--- config.mk ---
export PLATFORM = sky130hd
export DESIGN_NAME = snow64_lar_mem_xfer_ctrl
export DESIGN_NICKNAME = d
export VERILOG_FILES = /design/src/rtl/snow64_lar_mem_xfer_ctrl.sv
export SDC_FILE = /design/constraint.sdc
export NUM_CORES = 2
export LEC_CHECK = 0
export CAP_MARGIN = 25
export CORE_AREA = 2 2 641 643
export CTS_CLUSTER_DIAMETER = 120
export DETAILED_ROUTE_END_ITERATION = 10
export DIE_AREA = 0 0 643 645
export GPL_ROUTABILITY_DRIVEN = 0
export HOLD_SLACK_MARGIN = 0.08
export PLACE_DENSITY = 0.34
export SYNTH_ARGS = -nofsm -noshare
export SYNTH_HDL_FRONTEND = slang
export SYNTH_SLANG_ARGS = --single-unit
--- constraint.sdc ---
create_clock -name clk -period 3.3 [get_ports clk]
set_input_delay 0.825 -clock clk [delete_from_list [all_inputs] [get_ports clk]]
set_output_delay 0.825 -clock clk [all_outputs]
set_load 0.02 [all_outputs]
--- src/rtl/snow64_lar_mem_xfer_ctrl.sv ---
// Transfer controller between the LAR file channels and memory: round-robin grant,
// then an optional write-back and an optional fill, with same-address fill forwarding.
module snow64_lar_mem_xfer_ctrl #(
    parameter int DATA_WIDTH      = 256,
    parameter int BASE_ADDR_WIDTH = 59,
    parameter int NUM_CH          = 2
) (
    input  logic                              clk,
    input  logic                              rst_n,
    input  logic [NUM_CH-1:0]                 ch_req,
    input  logic [NUM_CH-1:0]                 ch_need_wb,
    input  logic [NUM_CH-1:0]                 ch_need_fill,
    input  logic [NUM_CH*BASE_ADDR_WIDTH-1:0] ch_wb_addr,
    input  logic [NUM_CH*DATA_WIDTH-1:0]      ch_wb_data,
    input  logic [NUM_CH*BASE_ADDR_WIDTH-1:0] ch_fill_addr,
    output logic [NUM_CH-1:0]                 ch_done,
    output logic [DATA_WIDTH-1:0]             done_data,
    output logic                              busy,
    output logic                              mem_wr_req,
    output logic [BASE_ADDR_WIDTH-1:0]        mem_wr_base_addr,
    output logic [DATA_WIDTH-1:0]             mem_wr_data,
    input  logic                              mem_wr_valid,
    output logic                              mem_rd_req,
    output logic [BASE_ADDR_WIDTH-1:0]        mem_rd_base_addr,
    input  logic                              mem_rd_valid,
    input  logic [DATA_WIDTH-1:0]             mem_rd_data,
    output logic [1:0]                        dbg_state
);

    localparam int IDX_W = (NUM_CH > 1) ? $clog2(NUM_CH) : 1;

    typedef enum logic [1:0] {
        S_IDLE = 2'd0,
        S_WB   = 2'd1,
        S_FILL = 2'd2,
        S_DONE = 2'd3
    } state_t;

    // Memory handshake: a request stays high until the cycle its valid is seen high;
    // the request drops on the following edge. Valid is ignored while its request is low.
    state_t                     state_q;
    logic [IDX_W-1:0]           ptr_q;
    logic [IDX_W-1:0]           grant_q;
    logic                       need_fill_q;
    logic                       bypass_q;
    logic [DATA_WIDTH-1:0]      rdata_q;
    logic                       mem_wr_req_q;
    logic [BASE_ADDR_WIDTH-1:0] mem_wr_addr_q;
    logic [DATA_WIDTH-1:0]      mem_wr_data_q;
    logic                       mem_rd_req_q;
    logic [BASE_ADDR_WIDTH-1:0] mem_rd_addr_q;

    logic                       gnt_found;
    logic [IDX_W-1:0]           gnt_idx;
    logic [BASE_ADDR_WIDTH-1:0] sel_wb_addr;
    logic [BASE_ADDR_WIDTH-1:0] sel_fill_addr;
    logic [DATA_WIDTH-1:0]      sel_wb_data;
    logic                       sel_bypass;

    // First requester at or after the pointer, wrapping around the channel list.
    always_comb begin
        int idx;
        gnt_found = 1'b0;
        gnt_idx   = '0;
        idx       = 0;
        for (int off = 0; off < NUM_CH; off++) begin
            idx = int'(ptr_q) + off;
            if (idx >= NUM_CH) idx = idx - NUM_CH;
            if (!gnt_found && ch_req[idx]) begin
                gnt_found = 1'b1;
                gnt_idx   = IDX_W'(idx);
            end
        end
    end

    assign sel_wb_addr   = ch_wb_addr[gnt_idx*BASE_ADDR_WIDTH +: BASE_ADDR_WIDTH];
    assign sel_fill_addr = ch_fill_addr[gnt_idx*BASE_ADDR_WIDTH +: BASE_ADDR_WIDTH];
    assign sel_wb_data   = ch_wb_data[gnt_idx*DATA_WIDTH +: DATA_WIDTH];
    assign sel_bypass    = ch_need_wb[gnt_idx] && ch_need_fill[gnt_idx] &&
                           (sel_wb_addr == sel_fill_addr);

    always_ff @(posedge clk or negedge rst_n) begin
        if (!rst_n) begin
            state_q       <= S_IDLE;
            ptr_q         <= '0;
            grant_q       <= '0;
            need_fill_q   <= 1'b0;
            bypass_q      <= 1'b0;
            rdata_q       <= '0;
            mem_wr_req_q  <= 1'b0;
            mem_wr_addr_q <= '0;
            mem_wr_data_q <= '0;
            mem_rd_req_q  <= 1'b0;
            mem_rd_addr_q <= '0;
        end else begin
            case (state_q)
                S_IDLE: begin
                    if (gnt_found) begin
                        grant_q     <= gnt_idx;
                        need_fill_q <= ch_need_fill[gnt_idx];
                        bypass_q    <= sel_bypass;
                        // Forwarded line is known now; otherwise start from zero for no-fill requests.
                        rdata_q     <= sel_bypass ? sel_wb_data : '0;
                        if (ch_need_fill[gnt_idx]) mem_rd_addr_q <= sel_fill_addr;
                        if (ch_need_wb[gnt_idx]) begin
                            state_q       <= S_WB;
                            mem_wr_req_q  <= 1'b1;
                            mem_wr_addr_q <= sel_wb_addr;
                            mem_wr_data_q <= sel_wb_data;
                        end else if (ch_need_fill[gnt_idx]) begin
                            state_q      <= S_FILL;
                            mem_rd_req_q <= 1'b1;
                        end else begin
                            state_q <= S_DONE;
                        end
                    end
                end
                S_WB: begin
                    if (mem_wr_valid) begin
                        mem_wr_req_q <= 1'b0;
                        if (need_fill_q && !bypass_q) begin
                            state_q      <= S_FILL;
                            mem_rd_req_q <= 1'b1;
                        end else begin
                            state_q <= S_DONE;
                        end
                    end
                end
                S_FILL: begin
                    if (mem_rd_valid) begin
                        mem_rd_req_q <= 1'b0;
                        rdata_q      <= mem_rd_data;
                        state_q      <= S_DONE;
                    end
                end
                S_DONE: begin
                    if (grant_q == IDX_W'(NUM_CH - 1)) ptr_q <= '0;
                    else                               ptr_q <= grant_q + IDX_W'(1);
                    state_q <= S_IDLE;
                end
                default: state_q <= S_IDLE;
            endcase
        end
    end

    always_comb begin
        ch_done = '0;
        if (state_q == S_DONE) ch_done[grant_q] = 1'b1;
    end

    assign done_data        = (state_q == S_DONE) ? rdata_q : '0;
    assign busy             = (state_q != S_IDLE);
    assign mem_wr_req       = mem_wr_req_q;
    assign mem_wr_base_addr = mem_wr_addr_q;
    assign mem_wr_data      = mem_wr_data_q;
    assign mem_rd_req       = mem_rd_req_q;
    assign mem_rd_base_addr = mem_rd_addr_q;
    assign dbg_state        = state_q;

endmodule

## Word level (Yosys, flattened, before mapping)

Cells that the tools add are included.

| word-level totals | value |
|---|---|
| bits in read-only memories | 0 |
| register bits after elaboration | 638 |
| bits in latches | 0 |
| output and inout bits | 637 |
| memory bits (writable) | 0 |
| memories | 0 |

| cells by class | value |
|---|---|
| mux-type cells | 43 |
| $add $sub $neg | 4 |
| div/mod/pow operators | 0 |
| equality and inequality tests | 11 |
| $lt $le $gt $ge | 7 |
| shift-type cells | 3 |
| multiply operators | 1 |
| bitwise gates (word level) | 0 |
| reductions and logical operators | 19 |

Operators with widths:

| operator | number |
|---|---|
| $mux 256 | 4 |
| $pmux 256 s2 | 1 |
| $shiftx 512x10->256 | 1 |
| $shiftx 118x8->59 | 2 |
| $lt 32x3->1 const B | 2 |
| $mux 32 | 2 |
| $eq 59x59->1 | 1 |
| $mux 1 | 27 |
| $ne 2x2->1 const B | 7 |
| $reduce_and 3->1 | 4 |
| $mux 2 | 5 |
| $pmux 2 s4 | 1 |
| $mul 1x6->7 const B | 1 |
| $reduce_and 7->1 | 1 |
| $reduce_bool 2->1 | 3 |
| $logic_and 1x1->1 | 5 |
| $eq 2x2->1 const B | 2 |
| $lt 1x2->1 const B | 2 |
| $reduce_and 4->1 | 1 |
| $pmux 1 s3 | 1 |
| $reduce_bool 3->1 | 1 |
| $sub 1x2->3 const B | 1 |
| $sub 2x2->3 const B | 1 |
| $add 1x1->2 const B | 1 |
| 10 further kinds | 11 |

## Depth between registers and ports, before layout

| logic depth | value |
|---|---|
| depth after elaboration | 16 |
| gate-level depth with buffers | 9 |

## Worst setup path before layout

Ideal clock, no wire load.

| timing | value |
|---|---|
| kind | input -> register |
| start | input port ch_wb_addr[91] |
| end | register rdata_q[0] |
| stages | 8 |
| arrival time | 2.619 ns |
| path buffers | 2 |
| slack | 0.577 ns |
| path through | inv_1 > a21o_1 > or4_1 > nor4_1 > o2111ai_1 > buf_2 > buf_6 > o41ai_2 |

| between the ends | value |
|---|---|
| word-level cells in the longest chain between the ends | 6 |

RTL lines:

| what | line | text |
|---|---|---|
| from (decl) | 13 | `input logic [NUM_CH*BASE_ADDR_WIDTH-1:0] ch_wb_addr,` |
| $shiftx 118x8->59 | 76 | `assign sel_wb_addr = ch_wb_addr[gnt_idx*BASE_ADDR_WIDTH +: BASE_ADDR_WIDTH];` |
| $eq 59x59->1 | 80 | `(sel_wb_addr == sel_fill_addr);` |
| $logic_and 1x1->1 | 79 | `assign sel_bypass = ch_need_wb[gnt_idx] && ch_need_fill[gnt_idx] &&` |
| $mux 256 | 103 | `rdata_q <= sel_bypass ? sel_wb_data : '0;` |
| $mux 256 | 98 | `if (gnt_found) begin` |
| $pmux 256 s2 | 96 | `case (state_q)` |
| to (signal assigned) | 103 |  |
| to (signal assigned) | 132 | `rdata_q <= mem_rd_data;` |
| to (decl) | 46 | `logic [DATA_WIDTH-1:0] rdata_q;` |

No other way between the ends. The select of a mux whose other input is x is not followed.
A chain may end at the register's enable or synchronous reset.

## Final worst setup path

| timing | value |
|---|---|
| start | register state_q[0] (netlist: dbg_state[0]) |
| end | output port done_data[195] |

| between the ends | value |
|---|---|
| word-level cells in the longest chain between the ends | 2 |

RTL lines:

| what | line | text |
|---|---|---|
| from (decl) | 41 | `state_t state_q;` |
| from (signal assigned) | 84 | `state_q <= S_IDLE;` |
| from (signal assigned) | 106 | `state_q <= S_WB;` |
| from (signal assigned) | 111 | `state_q <= S_FILL;` |
| $eq 2x2->1 | 151 | `assign done_data = (state_q == S_DONE) ? rdata_q : '0;` |
| $mux 256 | 151 |  |
| to (decl) | 17 | `output logic [DATA_WIDTH-1:0] done_data,` |

No other way between the ends.

==> reports/qor_table.md <==
| Stage | Metric | This run |
| --- | --- | --- |
| run status | Run status | complete, no violations |
| logic synthesis | Register bit count reported by yosys | 638 |
| final layout | Flip-flop and latch area | 15970 um^2 |
| worst setup path | Number of cells traversed by the worst register-to-register path | 9 |
| final layout | Growth of design area from synthesis to finish | 91.47% |
| run | Max_cap viols | 0 |
| clock tree | Number of buffers on the longest clock path | 4 |
| final layout | Fraction of final layout cells sized beyond drive strength 1 | 24.05% |
| clock tree | TritonCTS clock tree | built |
| route | Count of vias placed by the detailed router | 38800 |
| final layout | Post-route core utilization | 16.22% |
| logic synthesis | Largest area contributor in the netlist | dfrtp_1 |
| global route | GR Util All Layers | 16.72% |
| timing | Final hold vios | 0 |
| final layout | Footprint of the multi-input gates | 17090 um^2 |
| logic synthesis | Post-Syn Area | 34570 um^2 |
| clock tree | Clock insertion delay at the later pin of the skew report | 0.86 ns |
| logic synthesis | Count of synthesis-stage warnings from yosys | 0 |
| logic synthesis | Gate count of the mapped netlist | 3513 |
| worst setup path | Data required time at the worst endpoint | 2.47 ns |
| logic synthesis | Library cells used by synthesis | 41 |
| global route | Maximum number of pins on one net before global-route repair | 112 |
| worst setup path | Type of the setup path with the least slack | flop to output port |
| global route | Global-route wire length before repair | 453400 um |
| logic synthesis | Most frequent cell after synthesis | dfrtp_1 |
| power | Power per cell area | 938.6 nW/um^2 |
| route | DRC violation count after routing | 0 |
| floorplanning | Floorplan die area | 414700 um^2 |
| worst setup path | Worst r2r dst | rdata_q[56] |
| timing | Worst Max-Slew Pin Slew | 1.021 ns |
| worst setup path | Worst path buffer plus inverter count | 4 |
| logic synthesis | Synth cell count leaders | dfrtp_1, a21oi_1, nor2_1 |
| timing | Final Slew Violations | 0 |
| route | WL per Instance | 32.34 um |
| worst setup path | Arr. time, crit path | 2.47 ns |
| clock tree | Total number of clock tree sinks | 638 |
| timing | Clock skew | 0.08177 ns |
| global route | Global-route congestion overflow total | 0 |
| route | DRT Wirelength | 361400 um |
| power | Largest voltage drop on the vdd net | 0.4854 mV |
| floorplanning | Boundary Pins | 1651 |
| worst setup path | Startpoint type of the worst setup path | flop |
| worst setup path | Start of the worst register-to-register path | ptr_q |
| worst setup path | Delay of the slowest cell on the worst path | 0.43 ns |
| timing | Worst max-slew margin expressed relative to the limit | 31.93% |
| power | Static Leak | 28.10 nW |
| placement | Buffers added on ports | 1650 |
| route | Final ANT Viol Nets | 0 |
| timing | Sum of negative setup slack | 0 ns |
| global route | Number of antenna violations at the first check in global routing | 164 |
| placement | HPWL after detailed placement | 311500 um |
| floorplanning | Initial Util | 8.471% |
| final layout | FILL cells | 46120 |
| floorplanning | Die W | 643 um |
| floorplanning | Site row count | 235 |
| final layout | Net total in the final layout | 6620 |
| logic synthesis | Portion of synthesized cell area occupied by the leading cell type | 46.18% |
| logic synthesis | Sequential element share of the synthesized area | 46.18% |
| route | Vias per cell | 3.472 |
| worst setup path | Kind of cell adding the most delay to the critical path | buffers and inverters |
| logic synthesis | Top FF cell, synth | dfrtp_1 |
| logic synthesis | Average footprint of a synthesized cell | 9.841 um^2 |
| timing | Minimum clock period after layout | 3.290 ns |
| global route | Vias in the first global route | 40120 |
| floorplanning | Chip height | 645 um |
| logic synthesis | Synth area leaders | dfrtp_1, o41ai_2, mux2i_1 |
| worst setup path | Sequence of cells on the critical path | ha_4 > buf_4 > buf_12 > bufbuf_16 > and2_1 > clkdlybuf4s15_2 |
| clock tree | Post-cts hold buffer count | 0 |
| timing | Endpoints failing setup | 0 |
| clock tree | Clock-pin slew on the worst setup and hold paths | 0.06 ns |
| clock tree | Clock root buffer | clkbuf_16 |
| floorplanning | Core region area | 408100 um^2 |
| worst setup path | Reg-to-reg slack, setup | 0.26 ns |
| timing | Share of the clock period used by the worst path after layout | 99.70% |
| min path | Worst min-delay path category | input pin to asynchronous set/reset pin |
| clock tree | CTS H-tree depth | 3 |
| logic synthesis | Async set or reset register ratio after synthesis | 100.0% |
| timing | Unrepaired setup endpoints after global routing | true |
| logic synthesis | Synthesized netlist net count | 4532 |
| logic synthesis | Number of enable flip-flop cells after synthesis | 0 |
| worst setup path | Slowest library cell on the worst path | dfrtp_2 |
| worst setup path | Crit path max fanout | 19 |
| route | Drt pass-1 iters | 5 |
| clock tree | Number of clock buffers inserted by TritonCTS | 104 |
| timing | Max Clock Freq | 303.9 MHz |
| worst setup path | Kind of capture point of the worst setup path | output port |
| route | Number of DRC markers after the initial detailed-route iteration | 2779 |
==> what timing repair did <==
item / CTS / global route
endpoints found under the hold margin: 0 / 0
buffers inserted: 7 / 1
gates resized for setup: 691 / 84
setup endpoints to repair: 242 / 266
cloned: 5 / 5
pin swaps: 1 / 0
==> metrics by stage <==
stage | cells | instance area [um^2] | hold slack, ns | setup slack, ns | power, mW
after global placement | 10930 | 62540 | 0.4612 | -0.7844 | 50.61
after detailed placement | 10930 | 62540 | 0.4638 | -0.8970 | 50.85
after floorplan | 3513 | 34570 | 0.4413 | 0.5774 | 28.76
after global routing | 11150 | 66130 | 0.1007 | -0.09727 | 65.68
final | 11170 | 66190 | 0.1108 | 0.009914 | 62.13
after CTS | 11120 | 66060 | 0.09413 | -0.1626 | 63.24
==> metal layers <==
| metal | routed length (um) | up-vias | global-route usage [%] |
|---|---|---|---|
| li1 | - | 16890 | - |
| met1 | 142600 | 19690 | 19.34 |
| met2 | 166900 | 1735 | 27.31 |
| met3 | 42580 | 428 | 8.378 |
| met4 | 8932 | 56 | 4.064 |
| met5 | 407 | - | 0 |
==> layout by cell type (no fill, tap or decap), drive strengths merged, types with 3 or more instances in the layout <==
| cell type | instances |
|---|---|
| a221oi | 13 |
| nand2 | 244 |
| nor2b | 5 |
| mux2i | 259 |
| clkbuf | 156 |
| ha | 5 |
| o2bb2ai | 10 |
| o2111ai | 3 |
| buf | 840 |
| clkinv | 20 |
| and3 | 255 |
| nor2 | 380 |
| clkdlybuf4s50 | 1351 |
| inv | 78 |
| nand4 | 12 |
| a22o | 4 |
| xnor2 | 23 |
| nor4 | 15 |
| o22ai | 20 |
| a31oi | 119 |
| nand3 | 5 |
| clkdlybuf4s15 | 64 |
| and2 | 258 |
| xor2 | 36 |
| diode | 48 |
| dfrtp | 638 |
| o41ai | 256 |
| a21oi | 516 |
| nand2b | 7 |
| o21ai | 9 |
| bufinv | 9 |
| dlygate4sd2 | 45 |
==> cells by family (layout without fill, tap and decap cells) <==
family | Yosys count | count (layout) | synth area share, %
AOI/OAI and AO/OA | 962 | 962 | 22.61
xor gates and xnor gates | 59 | 59 | 1.495
adders and majority gates | 5 | 5 | 0.1810
buffers and inverters | 405 | 2567 | 5.096
DFF | 638 | 638 | 46.18
muxes | 261 | 261 | 7.564
other | 0 | 48 | 0
and+or+nand+nor | 1183 | 1183 | 16.87
==> power breakdown <==
group / leakage [nW] / internal [mW] / switching, mW / total, mW
clock: 1.68 / 6.84 / 4.57 / 11.4
sequential: 7.51 / 11.5 / 2.81 / 14.4
combinational: 18.9 / 13.7 / 22.7 / 36.4
total: 28.1 / 32.1 / 30.0 / 62.1
==> sequential cells by signal, indices dropped and copies added (netlist names), 2 cells and up <==
register	count
mem_rd_base_addr	59
mem_wr_data	256
dbg_state	2
rdata_q	256
mem_wr_base_addr	59
==> worst max path at each step <==
stage | start | to | slack [ns] | cells after the start
CTS | dbg_state[0] | done_data[15] | -0.16 | 6
detailed placement | ch_wb_addr[58] | rdata_q[56] | -0.90 | 11
global route | dbg_state[0] | done_data[135] | -0.1 | 6
finish | dbg_state[0] | done_data[195] | 0.01 | 6
global placement | ch_wb_addr[26] | rdata_q[98] | -0.78 | 10
floorplan | ch_wb_addr[91] | rdata_q[0] | 0.58 | 8
==> cell type report <==
type / instances / share of cell area (%)
multi-input combinational: 2470 / 25.82
inverter: 69 / 0.3913
clock buffer: 140 / 4.378
sequential: 638 / 24.12
clock inverter: 40 / 0.7750
tap: 5451 / 10.30
antenna: 48 / 0.1815
timing repair buffer: 2318 / 34.03
(Power assumes the default switching activity.)
